[src/rtl/uart_bus_arbiter.sv]
// Two-master round-robin arbiter in front of the UART register slave.
// One transfer at a time; a watchdog aborts transfers the slave never completes.
module uart_bus_arbiter #(
  parameter int TIMEOUT = 65536,
  parameter int TW      = $clog2(TIMEOUT + 1)
) (
  input  logic        clk,
  input  logic        resetn,
  input  logic        m0_valid,
  output logic        m0_ready,
  input  logic [31:0] m0_addr,
  input  logic [31:0] m0_wdata,
  input  logic [3:0]  m0_wstrb,
  output logic [31:0] m0_rdata,
  input  logic        m1_valid,
  output logic        m1_ready,
  input  logic [31:0] m1_addr,
  input  logic [31:0] m1_wdata,
  input  logic [3:0]  m1_wstrb,
  output logic [31:0] m1_rdata,
  output logic        s_valid,
  input  logic        s_ready,
  output logic [31:0] s_addr,
  output logic [31:0] s_wdata,
  output logic [3:0]  s_wstrb,
  input  logic [31:0] s_rdata,
  output logic        grant,
  output logic        timeout
);

  typedef enum logic [1:0] {IDLE, XFER, DONE} state_t;

  localparam logic [TW-1:0] WD_LAST = TW'(TIMEOUT - 1);

  state_t         state;
  logic           last;
  logic [TW-1:0]  wdog;

  assign s_addr  = grant ? m1_addr  : m0_addr;
  assign s_wdata = grant ? m1_wdata : m0_wdata;
  assign s_wstrb = grant ? m1_wstrb : m0_wstrb;

  always_ff @(posedge clk) begin
    if (!resetn) begin
      state    <= IDLE;
      last     <= 1'b1;
      wdog     <= '0;
      grant    <= 1'b0;
      s_valid  <= 1'b0;
      m0_ready <= 1'b0;
      m1_ready <= 1'b0;
      m0_rdata <= '0;
      m1_rdata <= '0;
      timeout  <= 1'b0;
    end else begin
      // Completion strobes live for the single DONE cycle only.
      m0_ready <= 1'b0;
      m1_ready <= 1'b0;
      timeout  <= 1'b0;
      case (state)
        IDLE: begin
          if (m0_valid || m1_valid) begin
            grant   <= (m0_valid && m1_valid) ? !last : m1_valid;
            s_valid <= 1'b1;
            wdog    <= '0;
            state   <= XFER;
          end
        end
        XFER: begin
          if (s_ready) begin
            s_valid <= 1'b0;
            if (grant) begin
              m1_rdata <= s_rdata;
              m1_ready <= 1'b1;
            end else begin
              m0_rdata <= s_rdata;
              m0_ready <= 1'b1;
            end
            state <= DONE;
          end else if (wdog == WD_LAST) begin
            s_valid <= 1'b0;
            timeout <= 1'b1;
            if (grant) begin
              m1_rdata <= 32'hFFFF_FFFF;
              m1_ready <= 1'b1;
            end else begin
              m0_rdata <= 32'hFFFF_FFFF;
              m0_ready <= 1'b1;
            end
            state <= DONE;
          end else begin
            wdog <= wdog + 1'b1;
          end
        end
        DONE: begin
          // The finishing master still holds valid here, so requests wait for IDLE.
          last  <= grant;
          state <= IDLE;
        end
        default: state <= IDLE;
      endcase
    end
  end

endmodule

[config.mk]
export PLATFORM = sky130hd
export DESIGN_NAME = uart_bus_arbiter
export DESIGN_NICKNAME = d
export VERILOG_FILES = /design/src/rtl/uart_bus_arbiter.sv
export SDC_FILE = /design/constraint.sdc
export NUM_CORES = 1
export LEC_CHECK = 0
export CORE_ASPECT_RATIO = 1.25
export CORE_MARGIN = 4
export CORE_UTILIZATION = 32
export DETAILED_ROUTE_END_ITERATION = 7
export PLACE_DENSITY = 0.78
export SYNTH_ARGS = -nofsm -noshare
export SYNTH_HDL_FRONTEND = slang
export SYNTH_SLANG_ARGS = --single-unit
[constraint.sdc]
create_clock -name clk -period 2.1 [get_ports clk]
set_input_delay 0.42 -clock clk [delete_from_list [all_inputs] [get_ports clk]]
set_output_delay 0.42 -clock clk [all_outputs]
set_load 0.01 [all_outputs]
Word level (Yosys, flattened, before mapping). Cells that the tools add are included.

Input bits: 173. Logic and storage cells: 66. Bits in registers: 89. Output and inout bits: 137.

$add $sub $neg: 1. Reductions and logical operators: 14. Mux-type cells: 31. Eq/ne operators: 7. Bitwise operators: 3.

Operators with widths (count): two-way mux 32 bit (10); two-way mux 17 bit (3); case mux 17 bit (2 select lines) (1); adder 17 x 1 -> 17 bit, second input constant (1); == test 17 x 16 -> 1 bit, second input constant (1); two-way mux 1 bit (11); AND reduction 3 bit (3); two-way mux 2 bit (3); != test 2 bit, second input constant (3); AND reduction 2 bit (3); two-way mux 4 bit (1); case mux 2 bit (2 select lines) (1); AND reduction 4 bit (1); nonzero test 2 bit (2); != test 3 bit, second input constant (1); NOT 1 bit (3); OR reduction 3 bit (1); == test 2 x 1 -> 1 bit, second input constant (1); == test 2 bit, second input constant (1); zero test 2 bit (1); case mux 1 bit (2 select lines) (1); logical AND 1 bit (1); zero test 1 bit (1); logical OR 1 bit (1).

Longest topological paths before layout.
Word-level depth: 4. Mapped depth: 11. Gate-level depth less buffers: 8.

Worst setup path before layout. Ideal clock, no wire load.

Kind: register to register. From: reg wdog[4]. To: reg m1_rdata[19]. Required time: 2.014 ns. Data arrival time: 1.983 ns. Setup time: 0.086 ns. Setup slack: 0.031 ns. Stages on the path, launching flop included: 12. Clock period less this slack: 2.069 ns. Path buffers: 3. Cells stage by stage: dfxtp_1 and4_1 buf_6 nand4_4 nor2_1 ha_1 nor2_4 nor3b_1 buf_2 buf_6 nor2_1 a211oi_1.

Longest elaborated chain between the ends: 3.

Ends and longest elaborated chain: start: declaration (RTL line 37) `logic [TW-1:0] wdog;`; start signal: assignment (RTL line 92) `wdog <= wdog + 1'b1;`; == test 17 x 16 -> 1 bit (RTL line 80) `end else if (wdog == WD_LAST) begin`; nonzero test 2 bit (no line); AND reduction 3 bit (no line); end signal: assignment (RTL line 73) `m1_rdata <= s_rdata;`; end: declaration (RTL line 20) `output logic [31:0] m1_rdata,`.

No other way between the ends. A chain may end at the register's enable or synchronous reset.

Final worst setup path.
From: reg wdog[12]. To: reg wdog[9].

Longest elaborated chain between the ends: 3.

Ends and longest elaborated chain (RTL line): == test 17 x 16 -> 1 bit (80); != test 2 bit (no line); AND reduction 4 bit (no line).

No other way between the ends.

==> impl_metrics.csv <==
group,metric,value,unit
timing,period_share,100.7,%
outcome,status,"finished, violations left",
placement,gp_congestion,0.9018,
timing,report.final.slew_viol_count,0,
yosys,ys_ff_latch,89,
worst_setup_path,r2r_setup_slack,-10,ps
die,chipHeight,137.8,um
clock_network,cts_tree,"yes",
yosys,synthFlopType,"dfxtp_1",
layout,layout_commonest_cell,"clkdlybuf4s50_1",
clock_network,clock_latency,340,ps
power,ir_worst_vdd,0.0004516,V
placement,placed_cell_area,7795,um2
drt,drtPass1Iterations,4,
die,die-area,15400,um2
power,powerDensity,553.8,nW/um2
worst_setup_path,cp.required,2370,ps
power,swShare,26.52,%
clock_network,postCtsHoldBufs,0,
die,fp.dieW,111.8,um
timing,hold_viol_final,0,
yosys,syn-num-nets,633,
clock_network,numCtsBuffers,9,
job,drv_cap,0,
layout,final_cell_area,8681,um2
grt,gr-total-overflow,0,
worst_setup_path,worstReg2RegEnd,"wdog[9]",
timing,rsz0062_at_grt,"yes",
timing,clock.fmax,0.4728,GHz
grt,antenna_found_initial,1,
timing,max_slew.worst_pin.slew,576.3,ps
hold_path,min_to,"wdog[16]",
worst_setup_path,ff2ff_path_depth,9,
power,p_total,4807,uW
worst_setup_path,arrival,2380,ps
clock_network,clk_pin_slew_worst_paths,70,ps
die,core,13230,um2
die,initial_core_util,32.58,%
worst_setup_path,critPathKind,"reg -> reg",
timing,relSlewSlack,61.47,%
drt,drtIter0Drc,222,
grt,first_global_vias,5309,
drt,ant_nets,0,
power,clockPowerShare,33.9,%
yosys,synth_cells,458,
power,p_sw,1275,uW
yosys,synth-edff-count,0,
hold_path,hold_class,"reg -> reg",
hold_path,min_delay_path_depth,2,
power,comb_power_share,28.6,%
yosys,synthDistinctLibCells,42,
clock_network,ctsLongestPathBuffers,2,
layout,final_cell_mix,"clkdlybuf4s50_1 (240), dfxtp_1 (81), mux2_2 (68)",
outcome,violations,"setup timing",
layout,multi_input_area,2552,um2
die,row_count,47,
drt,vias,5077,
power,pwr-share-seq,37.5,%
placement,dpl.hpwl,15.03,mm
timing,setup_viol,2,
drt,viasPerCell,5.144,
hold_path,min-delay-start,"wdog[16]",
yosys,syn_avg_cell_area,9.411,um2
worst_setup_path,critical_path.startpoint_type,"flip-flop",
drt,wl_per_cell,21.12,um
grt,grt_util_all_layers,24.81,%
layout,areaGrowthSynthToFinish,101.4,%
worst_setup_path,r2r_start,"wdog[12]",
die,pin_count,310,
yosys,syn_area,4310,um2
drt,drc,0,
worst_setup_path,cp_max_fo,7,
clock_network,root_buffer,"clkbuf_16",
timing,worst_slack,-14.87,ps
drt,detail_route.wirelength,20.85,mm
yosys,ys_async_sr_fraction,0,%
layout,final_nets,985,
layout,fill_cells,1043,
placement,io_buffers,309,
placement,pre_cts_ws,-157.4,ps
grt,grt_max_degree,37,
worst_setup_path,cp-end-kind,"flip-flop",
yosys,yosys_warnings,0,
timing,skew,8.281,ps
clock_network,cts_sinks,89,
power,p_leak,0.003226,uW
layout,ff_latch_area,1794,um2
power,p_int,3532,uW
clock_network,h-tree-depth,3,
layout,drive_gt1_share,26.87,%
yosys,ys_seq_area_share,41.34,%
timing,finalCriticalPeriod,2115,ps
grt,grt_pass1_wl,29.64,mm
==> critical path, stage by stage (launching register included) <==
cell	delay, ps
dfxtp_2	330
and3_4	190
nand4_4	110
nor2_4	50
ha_4	170
nor2_4	160
a22oi_2	180
buf_4	190
or4_4	500
a21oi_2	140
==> timing repair <==
item                                    in CTS  in global routing
cloned                                       5                  4
pin swaps                                   10                 34
resized for setup                          113                 55
setup buffers                               16                  7
endpoints found under the setup margin     139                 97
==> power by group through the flow <==
stage	Clock, uW	Sequential, uW	Combinational, uW
after floorplan	0	1860	435
after global placement	0	1830	1250
after detailed placement	0	1840	1270
after CTS	1640	1800	1310
after global routing	1740	1810	1460
final	1630	1800	1370
==> synthesized netlist by cell type, types with 2 or more instances <==
| master | number | share of area (%) |
|---|---|---|
| ha_1 | 2 | 0.58 |
| dfxtp_1 | 89 | 41 |
| o21ai_0 | 2 | 0.23 |
| and2_1 | 2 | 0.29 |
| a211oi_1 | 64 | 11 |
| nor2b_1 | 33 | 4.8 |
| or3_1 | 3 | 0.44 |
| o21ai_1 | 2 | 0.23 |
| mux2_2 | 68 | 18 |
| nand2b_1 | 2 | 0.29 |
| nor3b_1 | 2 | 0.35 |
| and4_1 | 2 | 0.41 |
| nand2_1 | 15 | 1.3 |
| nand3_1 | 7 | 0.81 |
| clkbuf_1 | 22 | 1.9 |
| buf_2 | 11 | 1.3 |
| nand4_1 | 3 | 0.44 |
| nor4_1 | 3 | 0.44 |
| and3_1 | 3 | 0.44 |
| nor2_1 | 72 | 6.3 |
| buf_6 | 3 | 0.78 |
| a21oi_1 | 12 | 1.4 |
| o211ai_1 | 3 | 0.52 |
| o31ai_1 | 6 | 1.0 |
| or4_1 | 10 | 1.7 |
==> flip-flops by register name, summed over array words and instances (netlist names) <==
name,cells
wdog,17
last,1
m0_rdata,32
m1_ready,1
s_valid,1
state,2
m0_ready,1
timeout,1
grant,1
m1_rdata,32
==> layer usage <==
layer  up-vias  GRT usage [%]  routed length [um]
met1      2408          25.70                7251
met4         0          7.302                 605
li1       2371              -                   -
met5         -              0                   0
met2       255          47.30               11150
met3        43          8.348                1839
==> per-stage QoR <==
step / TNS [ps] / cells / hold WS [ps] / util, %
6_report: -23.39 / 987 / 471.7 / 65.61
5_1_grt: -885.7 / 987 / 494.1 / 65.61
4_1_cts: -158.8 / 976 / 457.7 / 63.23
3_5_place_dp: -1426 / 940 / 448.9 / 58.91
3_3_place_gp: -103.5 / 940 / 443.2 / 58.91
2_1_floorplan: 0 / 458 / 431.9 / -
==> worst max path at each step <==
stage          startpoint      endpoint  slack [ps]  depth (start not counted)
2_1_floorplan     wdog[4]  m1_rdata[19]          30                         11
3_5_place_dp     m1_valid       wdog[9]        -160                          6
4_1_cts             grant   s_wdata[27]         -80                          3
3_3_place_gp     m1_valid       wdog[9]         -50                          6
6_report         wdog[12]       wdog[9]         -10                          9
5_1_grt           wdog[3]  m0_rdata[29]         -90                         11
==> logic make-up after synthesis <==
logic type	share of synthesized area (%)
XOR/XNOR	0.4065
multiplexers	18.00
AO/OA/AOI/OAI	15.62
adder cells (fa/ha/maj)	0.5805
AND/OR/NAND/NOR	19.91
flip-flops	41.34
buffers and inverters	4.151
==> area by class of cell <==
type                    count  area share (%)
repair buffers            377           43.82
clock inverters             6          0.7783
well taps                 171           2.465
diodes                      1         0.02883
inverters                   2         0.08648
multi-input cells         331           29.40
clock buffers              10           2.753
flip-flops and latches     89           20.67
No activity file was read; power rests on OpenSTA's default activity.
